`src/rtl/bullet_pool.sv`:
```
// Pool of independent bullet slots: fire-edge capture, cooldown, per-frame motion,
// screen-edge retirement, opponent collision with hit counting, and pixel overlay.
module bullet_pool #(
  parameter int          NUM_BULLETS   = 4,
  parameter int          BULLET_SPEED  = 2,
  parameter int          COOLDOWN      = 8,
  parameter int          SCREEN_WIDTH  = 640,
  parameter int          SCREEN_HEIGHT = 480,
  parameter int          BULLET_SIZE   = 4,
  parameter int          TARGET_SIZE   = 32,
  parameter logic [11:0] BULLET_COLOR  = 12'hFF0,
  parameter logic [11:0] KEY_COLOR     = 12'h000
) (
  input  logic                   clk,
  input  logic                   reset,
  input  logic                   frame_tick,
  input  logic                   fire,
  input  logic [1:0]             orientation,
  input  logic [10:0]            sprite_x,
  input  logic [10:0]            sprite_y,
  input  logic [10:0]            opponent_x,
  input  logic [10:0]            opponent_y,
  input  logic [10:0]            x,
  input  logic [10:0]            y,
  input  logic [11:0]            si_rgb,
  output logic [11:0]            so_rgb,
  output logic [NUM_BULLETS-1:0] active_mask,
  output logic                   hit_pulse,
  output logic [7:0]             hit_count
);

  typedef enum logic [1:0] {
    DIR_UP    = 2'b00,
    DIR_DOWN  = 2'b01,
    DIR_LEFT  = 2'b10,
    DIR_RIGHT = 2'b11
  } dir_e;

  localparam int          CD_W  = (COOLDOWN < 1) ? 1 : $clog2(COOLDOWN + 1);
  localparam logic [11:0] SPEED = 12'(BULLET_SPEED);
  localparam logic [11:0] LIM_X = 12'(SCREEN_WIDTH - BULLET_SIZE);
  localparam logic [11:0] LIM_Y = 12'(SCREEN_HEIGHT - BULLET_SIZE);
  localparam logic [11:0] BSZ   = 12'(BULLET_SIZE);
  localparam logic [11:0] TSZ   = 12'(TARGET_SIZE);

  logic [NUM_BULLETS-1:0] active_q, active_d;
  logic [10:0]            pos_x_q [NUM_BULLETS];
  logic [10:0]            pos_x_d [NUM_BULLETS];
  logic [10:0]            pos_y_q [NUM_BULLETS];
  logic [10:0]            pos_y_d [NUM_BULLETS];
  dir_e                   dir_q   [NUM_BULLETS];
  dir_e                   dir_d   [NUM_BULLETS];
  logic                   pending_q, pending_d;
  logic                   fire_prev_q, fire_prev_d;
  logic [CD_W-1:0]        cd_q, cd_d;
  logic                   hit_pulse_q, hit_pulse_d;
  logic [7:0]             hit_count_q, hit_count_d;

  logic [11:0] bx, by, nx, ny, ox, oy;
  logic        off_screen, slot_found, take_shot, any_hit, fire_edge;

  always_comb begin
    // NOTE: every variable gets a default before any branch, so no path can infer a latch.
    active_d    = active_q;
    pos_x_d     = pos_x_q;
    pos_y_d     = pos_y_q;
    dir_d       = dir_q;
    pending_d   = pending_q;
    fire_prev_d = fire;
    cd_d        = cd_q;
    hit_pulse_d = 1'b0;
    hit_count_d = hit_count_q;
    bx          = '0;
    by          = '0;
    nx          = '0;
    ny          = '0;
    off_screen  = 1'b0;
    slot_found  = 1'b0;
    any_hit     = 1'b0;
    fire_edge   = fire & ~fire_prev_q;
    take_shot   = pending_q && (cd_q == '0);
    ox          = {1'b0, opponent_x};
    oy          = {1'b0, opponent_y};

    if (frame_tick) begin
      for (int i = 0; i < NUM_BULLETS; i++) begin
        if (active_q[i]) begin
          bx = {1'b0, pos_x_q[i]};
          by = {1'b0, pos_y_q[i]};
          nx = bx;
          ny = by;
          case (dir_q[i])
            DIR_UP:   begin off_screen = by < SPEED;           ny = by - SPEED; end
            DIR_DOWN: begin off_screen = (by + SPEED) > LIM_Y; ny = by + SPEED; end
            DIR_LEFT: begin off_screen = bx < SPEED;           nx = bx - SPEED; end
            default:  begin off_screen = (bx + SPEED) > LIM_X; nx = bx + SPEED; end
          endcase
          if (off_screen) begin
            active_d[i] = 1'b0;
          end else begin
            pos_x_d[i] = nx[10:0];
            pos_y_d[i] = ny[10:0];
            // Collision uses the moved position, in 12 bits so box edges never wrap.
            if (nx < ox + TSZ && ox < nx + BSZ && ny < oy + TSZ && oy < ny + BSZ) begin
              active_d[i] = 1'b0;
              any_hit     = 1'b1;
            end
          end
        end else if (!slot_found) begin
          // Only slots already free before this tick are candidates; a fresh slot does not move yet.
          slot_found = 1'b1;
          if (take_shot) begin
            active_d[i] = 1'b1;
            pos_x_d[i]  = sprite_x;
            pos_y_d[i]  = sprite_y;
            dir_d[i]    = dir_e'(orientation);
          end
        end
      end

      if (pending_q) pending_d = 1'b0;
      if (take_shot && slot_found) cd_d = CD_W'(COOLDOWN);
      else if (cd_q != '0)         cd_d = cd_q - CD_W'(1);

      hit_pulse_d = any_hit;
      if (any_hit && hit_count_q != 8'hFF) hit_count_d = hit_count_q + 8'd1;
    end

    if (fire_edge && !pending_q) pending_d = 1'b1;
  end

  always_ff @(posedge clk or posedge reset) begin
    if (reset) begin
      active_q <= '0;
      // NOTE: the slot registers are plain flops, not a RAM, so clearing them on reset is legal and cheap.
      for (int i = 0; i < NUM_BULLETS; i++) begin
        pos_x_q[i] <= '0;
        pos_y_q[i] <= '0;
        dir_q[i]   <= DIR_UP;
      end
      pending_q   <= 1'b0;
      fire_prev_q <= 1'b0;
      cd_q        <= '0;
      hit_pulse_q <= 1'b0;
      hit_count_q <= '0;
    end else begin
      active_q    <= active_d;
      pos_x_q     <= pos_x_d;
      pos_y_q     <= pos_y_d;
      dir_q       <= dir_d;
      pending_q   <= pending_d;
      fire_prev_q <= fire_prev_d;
      cd_q        <= cd_d;
      hit_pulse_q <= hit_pulse_d;
      hit_count_q <= hit_count_d;
    end
  end

  assign active_mask = active_q;
  assign hit_pulse   = hit_pulse_q;
  assign hit_count   = hit_count_q;

  logic        pix_hit;
  logic [11:0] px, py;

  always_comb begin
    pix_hit = 1'b0;
    px      = {1'b0, x};
    py      = {1'b0, y};
    for (int i = 0; i < NUM_BULLETS; i++) begin
      if (active_q[i] &&
          px >= {1'b0, pos_x_q[i]} && px < {1'b0, pos_x_q[i]} + BSZ &&
          py >= {1'b0, pos_y_q[i]} && py < {1'b0, pos_y_q[i]} + BSZ) begin
        pix_hit = 1'b1;
      end
    end
    so_rgb = (pix_hit && BULLET_COLOR != KEY_COLOR) ? BULLET_COLOR : si_rgb;
  end

endmodule

```
`config.mk`:
```
export PLATFORM = sky130hd
export DESIGN_NAME = bullet_pool
export DESIGN_NICKNAME = d
export VERILOG_FILES = /design/src/rtl/bullet_pool.sv
export SDC_FILE = /design/constraint.sdc
export NUM_CORES = 1
export LEC_CHECK = 0
export ABC_AREA = 1
export ABC_CLOCK_PERIOD_IN_PS = 7000
export CAP_MARGIN = 20
export CORE_UTILIZATION = 61
export CTS_CLUSTER_DIAMETER = 50
export DETAILED_ROUTE_END_ITERATION = 16
export PLACE_DENSITY = 0.87
export SLEW_MARGIN = 20
export SYNTH_ARGS = -nofsm -noshare
export SYNTH_HDL_FRONTEND = slang
export SYNTH_SLANG_ARGS = --single-unit
```
`constraint.sdc`:
```
create_clock -name clk -period 7 [get_ports clk]
set_input_delay 1.4 -clock clk [delete_from_list [all_inputs] [get_ports clk]]
set_output_delay 1.4 -clock clk [all_outputs]
set_load 0.1 [all_outputs]
```
# Word-level counts from Yosys, hierarchy flattened
# Cells that the tools add are included.
# Widths: inputs -> output; s select.
# classes
n_reduce_logical	59
muxes	107
mul	0
bitwise	9
n_div	0
n_lt_le_gt_ge	48
shifts	0
eq_ne	16
n_addsub	36
# op_table
cell	n
$mux 11	24
$mux 12	17
$lt 11x12->1	16
$pmux 12 s2	8
$add 11x2->12 const B	8
$add 11x3->12 const B	8
$add 12x3->12 const B	8
$lt 12x12->1	8
$sub 11x2->12 const B	8
$ge 11x11->1	8
$lt 11x2->1 const B	8
$mux 1	52
$gt 12x10->1 const B	4
$gt 12x9->1 const B	4
$logic_and 1x1->1	32
$add 11x6->12 const B	2
$reduce_and 4->1	6
$ne 2x2->1 const B	7
$pmux 1 s3	4
$reduce_bool 2->1	6
$add 8x1->8 const B	1
$eq 2x1->1 const B	4
$eq 2x2->1 const B	4
$logic_not 2->1	4
11 further kinds	24
# totals
wordCells	293
input_bits	84
rom_bits	0
out_inout_bits	25
mem_bits_rw	0
memories	0
latchBits	0
reg_bits	115

# Logic depth before layout (Yosys ltp)
# Gate-level depths: netlist (run 1).
# logic_depth
depth_word	25
ltp_mapped	28
ltp_nobuf	27

# Worst setup path after synthesis (run 1)
# OpenSTA, ideal clock, no wires.
# synth_path
path_kind	input -> output
from	input port x[2]
to	output port so_rgb[0]
path_buffers	1
setup_slack_ns	1.395
stages	14
arrival_time_ns	4.205
t_required_ns	5.600
path_cell_list	ha_1 inv_1 nand2_1 nor2_1 nor3b_1 o21ai_0 nand3_1 a21boi_0 o21ai_0 o211ai_1 and3_1 clkbuf_1 nand2_1 nor2_1
# synth_via
elab_chain_len	10
elab_cells_between_ends	29
cone_classes	8 x order compare; 5 x mux; 16 x reduce/logical
# synth_lines
element	line	text
start, declared	23	input logic [10:0] x,
$ge 11x11->1	172	px >= {1'b0, pos_x_q[i]} && px < {1'b0, pos_x_q[i]} + BSZ &&
$logic_and 1x1->1	171	if (active_q[i] &&
$logic_and 1x1->1 (2 in a row)	172	
$logic_and 1x1->1	173	py >= {1'b0, pos_y_q[i]} && py < {1'b0, pos_y_q[i]} + BSZ) begin
$mux 1 (3 in a row)	171	
$mux 1 *	171	
$mux 12 *	177	so_rgb = (pix_hit && BULLET_COLOR != KEY_COLOR) ? BULLET_COLOR : si_rgb;
end, declared	26	output logic [11:0] so_rgb,
# Mark *: on every way between the ends. The rest lies on a longest branch, timed or not.

# Worst setup path after layout (run 1)
# layout_path
from	input port y[8]
to	output port so_rgb[1]
# layout_via
elab_chain_len	8
elab_cells_between_ends	21
cone_classes	8 x order compare; 5 x mux; 8 x reduce/logical
# layout_lines
element	line	text
start, declared	24	input logic [10:0] y,
$ge 11x11->1	173	
$logic_and 1x1->1	172	
$logic_and 1x1->1	173	
$mux 1 (3 in a row)	171	
$mux 1 *	171	
$mux 12 *	177	
# Marks and branches as above.

==> results of run 1 <==
[flip-flops by register name, summed over array words and instances, names as in the netlist]
name and count:
pos_x_q 44, cd_q 4, dir_q 8, active_mask 4, fire_prev_q 1, hit_count 8
pos_y_q 44, hit_pulse 1, pending_q 1
[cells in the final DEF (no fill, tap or decap), types with 52 or more instances in the layout]
master           synthesis  layout
nand2_1                862     862
ha_1                   381     381
inv_1                  343     342
nand3_1                277     277
nor2_1                 246     246
o21ai_0                212     212
a21oi_1                170     170
dfrtp_1                115     115
xor2_1                 109     109
clkdlybuf4s50_1          0      96
nand4_1                 73      73
o211ai_1                62      62
nor3_1                  52      52
[kinds of logic (layout without fill, tap and decap cells)]
| kind of cell | count (synthesis) | after routing |
|---|---|---|
| compound gates | 519 | 519 |
| xor+xnor | 137 | 137 |
| buf+inv | 447 | 519 |
| flops | 115 | 115 |
| fa+ha+maj | 381 | 381 |
| simple gates | 1604 | 1604 |
[stage by stage]
| stage | hold slack [ns] | instances | area [um2] | power [W] |
|---|---|---|---|---|
| floorplan | 0.410 | 3203 | 20600 | 0.00704 |
| global placement | 0.415 | 3685 | 21800 | 0.00868 |
| detailed placement | 0.418 | 3685 | 21800 | 0.00896 |
| CTS | 0.427 | 3717 | 22500 | 0.00999 |
| global route | 0.452 | 3717 | 22500 | 0.0112 |
| finish | 0.427 | 3717 | 22500 | 0.0102 |
[worst max-delay path, delay by kind of cell]
kind / cells / cell delay [ns]
AO/OA/AOI/OAI: 4 / 0.83
adder cells (fa/ha/maj): 1 / 0.37
buffers and inverters: 2 / 1.18
AND/OR/NAND/NOR: 5 / 1.14
[where the power goes]
group	internal (W)	switching, W	leakage [nW]
sequential	0.000945	0.000638	1.45
combinational	0.00258	0.00507	9.68
clock	0.000573	0.000413	0.293
total	0.00409	0.00612	11.4
[layer usage]
layer | up-vias | wire length (um)
li1 | 10884 | -
met1 | 10541 | 28900
met2 | 1324 | 33100
met3 | 341 | 7560
met4 | 0 | 5910
met5 | - | 0
[worst max-delay path by stage]
stage | startpoint | cells after the start | to
3_3_place_gp | y[8] | 12 | so_rgb[1]
5_1_grt | y[8] | 12 | so_rgb[2]
3_5_place_dp | y[8] | 12 | so_rgb[1]
4_1_cts | y[8] | 12 | so_rgb[1]
6_report | y[8] | 12 | so_rgb[1]
2_1_floorplan | x[2] | 14 | so_rgb[0]
[layout make-up]
| cell class | instances | area (um2) |
|---|---|---|
| Sequential cell | 115 | 2880 |
| Inverter | 365 | 1380 |
| Timing Repair Buffer | 122 | 1160 |
| Clock inverter | 14 | 179 |
| Tap cell | 442 | 553 |
| Clock buffer | 18 | 439 |
| Fill cell | 2966 | 10400 |
| Multi-Input combinational cell | 2641 | 15900 |
==> impl_metrics.yaml, run 1 <==
min_path:
  hold_end: "pending_q$_DFFE_PP0P_"
  hold_path_class: "register to register"
  worstHoldStart: "fire_prev_q$_DFF_PP0_"
  holdPathStages: 1
global_routing:
  met2_usage_pct: 70.0
  busiest_layer: "met2"
  grtUsageMet1_pct: 52.5
  track_usage_pct: 44.0
  met3_usage_pct: 8.73
  grt_pass1_vias: 21455
  overflow: 0
  grt_max_degree: 65
  antenna_found_initial: 0
  grt_pass1_wl_mm: 115
timing:
  fin_crit_sh_pct: 90.8
  fin_tns_setup_ns: 0
  rsz0062_at_grt: "false"
  hold_viol_final: 0
  worst_slack_ns: 0.644
  maxSlewViolCount: 0
  skew_ns: 0.0221
  finalSetupViolCount: 0
  timing.fmax_mhz: 157
  worstMarginPinSlew_ns: 1.02
  fin_crit_ns: 6.36
  relSlewSlack_pct: 32.0
place:
  numPortBuffers: 108
  dp.final_hpwl_mm: 57.9
  pre_cts_slack_ns: 0.790
  place.gp.congestion: 1.02
setup_path:
  critPathKind: "input port to output pin"
  critPathCaptureType: "output pin"
  r2r-start: "dir_q[2]$_DFFE_PP0P_"
  slowest_delay_ns: 0.88
  crit_required_ns: 5.60
  r2r_setup_slack_ns: 2.49
  setup.worst_path.start_class: "input port"
  reg2reg_depth: 22
  r2r_end: "hit_count[3]$_DFFE_PP0P_"
  cp_cell_sequence: "clkdlybuf4s50_1 -> ha_1 -> a21oi_1 -> nor2_1 -> a211oi_1 -> o2111ai_1 -> and3_1 -> o221ai_1 -> and3_1 -> nand2_1 -> nor2_1 -> buf_4"
  slowest_stage: "clkdlybuf4s50_1"
  cp.arrival_ns: 4.96
  path_max_fanout: 9
clock_tree:
  cts_tree: "built"
  clockBufferDepth: 2
  hold_buffers: 0
  worstSkewPairLatency_ns: 0.47
  cts-root-buf: "clkbuf_16"
  ctsResizeCount: 0
  cts.sinks: 115
  numCtsBuffers: 17
  post_cts_buffers: 0
  cts.htree.levels: 4
  cts.clk_slew.worst_paths_ns: 0.06
pwr:
  ir_worst_vdd_mv: 0.236
  p_leak_nw: 11.4
  power.density_nw_per_um2: 455
die:
  floorplan.rows: 66
  fp.dieH_um: 186
  ios: 109
  floorplan.die_area_um2: 34500
  fp.coreArea_um2: 32900
  start_util_pct: 62.6
  die_width_um: 186
yosys:
  synthMuxAreaShare_pct: 0
  synth.ff_latch_count: 115
  synth_top_cell_by_area: "ha_1"
  synth_most_common_cell: "nand2_1"
  yosys.cell_types.count: 57
  syn_nets: 3668
  synth.area.top_cells: "ha_1 (23%), nand2_1 (16%), dfrtp_1 (14%), nand3_1 (6.7%), inv_1 (6.3%)"
  seq_area_frac_synth_pct: 14.0
  yosysWarnings: 0
  yosys-top-cells-count: "nand2_1 (862), ha_1 (381), inv_1 (343), nand3_1 (277), nor2_1 (246)"
  netlist_instances: 3203
  synth-edff-count: 0
  synth_top_area_share_pct: 23.2
  synth_simple_gate_area_share_pct: 33.9
  synth_xor_area_share_pct: 5.83
  synth_compound_area_share_pct: 14.2
  ys.flop_type: "dfrtp_1"
  synth_area_um2: 20600
  ys_async_sr_fraction_pct: 100
  synth_adder_area_share_pct: 23.2
  synth_top_family_by_area: "simple AND/OR/NAND/NOR gates"
  syn_area_per_cell_um2: 6.43
final_layout:
  layout.nets: 3727
  syn_to_final_growth_pct: 9.09
  antenna_cells: 0
  fin_util_pct: 68.3
  drive_gt1_share_pct: 4.06
run_status:
  outcome: "finished clean"
drt:
  antenna_left: 0
  first_iter_violations: 2081
  wl_per_cell_um: 20.3
  vias: 23090
  wl_mm: 75.5
  drt_pass1_iterations: 9
  drc: 0
  viasPerCell: 6.21
flow_run:
  max_cap_viol_count: 0
(Power assumes the default switching activity.)
==> run 2: changes to the inputs <==
ABC_CLOCK_PERIOD_IN_PS = not set   (was 7000)
CTS_CLUSTER_SIZE = 8   (was not set)
GPL_TIMING_DRIVEN = 0   (was not set)
==> run 2 against run 1 <==
Clock skew fell by 0.013 ns. Sequential power is 15% lower. Critical path depth grew 2. Wire length is 1.8% lower. Total power grew 0.58%. Via count increased by 0.15%. Sequential cell count unchanged. Critical endpoint is now so_rgb[0]. Largest cell class unchanged. Largest power group unchanged.
==> impl_metrics.yaml, run 2 (synthesized netlist as in run 1, its figures left out) <==
drt:
  wl_per_cell_um: 19.6
  vias: 23125
  antenna_left: 0
  viasPerCell: 6.11
  first_iter_violations: 2406
  drc: 0
  wl_mm: 74.1
  drt_pass1_iterations: 7
place:
  dp.cells: 3754
  numPortBuffers: 108
  dp.final_hpwl_mm: 59.0
  place.gp.congestion: 1.03
  post_dp_cell_area_um2: 22300
timing:
  fin_crit_sh_pct: 97.6
  rsz0062_at_grt: "false"
  hold_viol_final: 0
  skew_ns: 0.00923
  relSlewSlack_pct: 34.6
  fin_hold_ws_ns: 0.430
  fin_tns_setup_ns: 0
  timing.fmax_mhz: 146
  fin_crit_ns: 6.84
  finalSetupViolCount: 0
  maxSlewViolCount: 0
  worstMarginPinSlew_ns: 0.978
flow_run:
  max_cap_viol_count: 0
final_layout:
  top_regs: "pos_x_q x44, pos_y_q x44"
  fin_util_pct: 69.5
  fin_cells: 3785
  most-common-layout-cells: "nand2_1 (862), ha_1 (381), inv_1 (342)"
  final_common_cell: "nand2_1"
  drive_gt1_share_pct: 5.12
  n_fill_cell: 2964
  layout.nets: 3796
  final_area_um2: 22800
  syn_to_final_growth_pct: 10.9
  antenna_cells: 0
clock_tree:
  cts-root-buf: "clkbuf_16"
  cts.htree.levels: 4
  worstSkewPairLatency_ns: 0.44
  numCtsBuffers: 17
  clockBufferDepth: 2
  cts_tree: "built"
  cts.clk_slew.worst_paths_ns: 0.06
  cts.sinks: 115
  hold_buffers: 0
setup_path:
  critPathCaptureType: "output pin"
  r2r_setup_slack_ns: 2.84
  cp_cell_sequence: "clkdlybuf4s50_1 -> ha_1 -> inv_1 -> nand2_1 -> o21ai_0 -> a21oi_1 -> o21ai_0 -> a21oi_1 -> o221ai_1 -> and3_1 -> clkbuf_1 -> nand2_1 -> nor2_1 -> clkdlybuf4s15_2"
  cp.arrival_ns: 5.44
  slowest_delay_ns: 0.94
  slowest_stage: "clkdlybuf4s50_1"
  setup.worst_path.start_class: "input port"
  critPathKind: "input port to output pin"
  path_max_fanout: 9
  crit_required_ns: 5.60
global_routing:
  track_usage_pct: 42.9
  grt_max_degree: 96
  grt_pass1_wl_mm: 114
  antenna_found_initial: 1
  overflow: 0
  grt_pass1_vias: 21713
pwr:
  p_switching_w: 0.00605
  combPwrFrac_pct: 77.6
  power.density_nw_per_um2: 450
  swShare_pct: 58.9
  p_leak_nw: 11.7
  clock_power_share_pct: 9.3
  p_seq_share_pct: 13.0
  ir_worst_vdd_mv: 0.260
  p_int_w: 0.00423
die:
  ios: 109
  floorplan.rows: 66
  start_util_pct: 62.6
  fp.dieH_um: 186
  floorplan.die_area_um2: 34500
  fp.coreArea_um2: 32900
  die_width_um: 186
min_path:
  hold_path_class: "register to register"
run_status:
  outcome: "finished clean"
## run 2: routing by layer
layer / track usage [%] / vias to the layer above / part of all wire, %
li1: - / 11014 / -
met1: 52.1 / 10633 / 39
met2: 68.5 / 1221 / 44
met3: 8.98 / 255 / 10
met4: 28.4 / 2 / 7.0
met5: 0 / - / 0.016
## run 2: final timing paths
check / from / to / cells after the start
min: fire_prev_q$_DFF_PP0_ / pending_q$_DFFE_PP0P_ / 1
max reg2reg: pos_y_q[23]$_DFFE_PP0P_ / hit_count[6]$_DFFE_PP0P_ / 24
min in group asynchronous: reset / pos_x_q[21]$_DFFE_PP0P_ / 2
max in group asynchronous: reset / dir_q[7]$_DFFE_PP0P_ / 3
min reg2reg: fire_prev_q$_DFF_PP0_ / pending_q$_DFFE_PP0P_ / 1
max: x[2] / so_rgb[0] / 14
## run 2: stage by stage
stage	power, W	setup slack, ns
3_5_place_dp	0.00908	-0.430
4_1_cts	0.0101	0.0947
5_1_grt	0.0113	0.0624
3_3_place_gp	0.00874	-0.319
2_1_floorplan	0.00704	1.40
6_report	0.0103	0.165
## run 2: timing repair
item | 4_1_cts | 5_1_grt
setup buffers | 0 | 0
endpoints found under the setup margin | 12 | 12
endpoints found under the hold margin | 0 | 0
resized for setup | 21 | 17
## run 2: worst max-delay path: cells and delay by family
kind | cells | cell delay, ns
buf+inv | 4 | 1.89
simple gates | 4 | 0.61
fa+ha+maj | 1 | 0.37
compound gates | 5 | 1.18
## run 2: area by class of cell
cell class / count / area, um2 / share of cell area [%]
tap: 442 / 553 / 2.42
buffer: 82 / 458 / 2.00
timing repair buffer: 109 / 1070 / 4.70
multi-input combinational: 2641 / 15900 / 69.5
inverter: 365 / 1380 / 6.04
sequential: 115 / 2880 / 12.6
clock inverter: 8 / 125 / 0.548
clock buffer: 23 / 488 / 2.14
## run 2: power by group through the flow
stage	Sequential, W	Combinational, W	Clock, W
after global placement	0.00133	0.00742	0
after global routing	0.00137	0.00894	0.000973
after floorplan	0.00133	0.00571	0
final	0.00134	0.00798	0.000961
after CTS	0.00132	0.00780	0.000956
after detailed placement	0.00133	0.00775	0
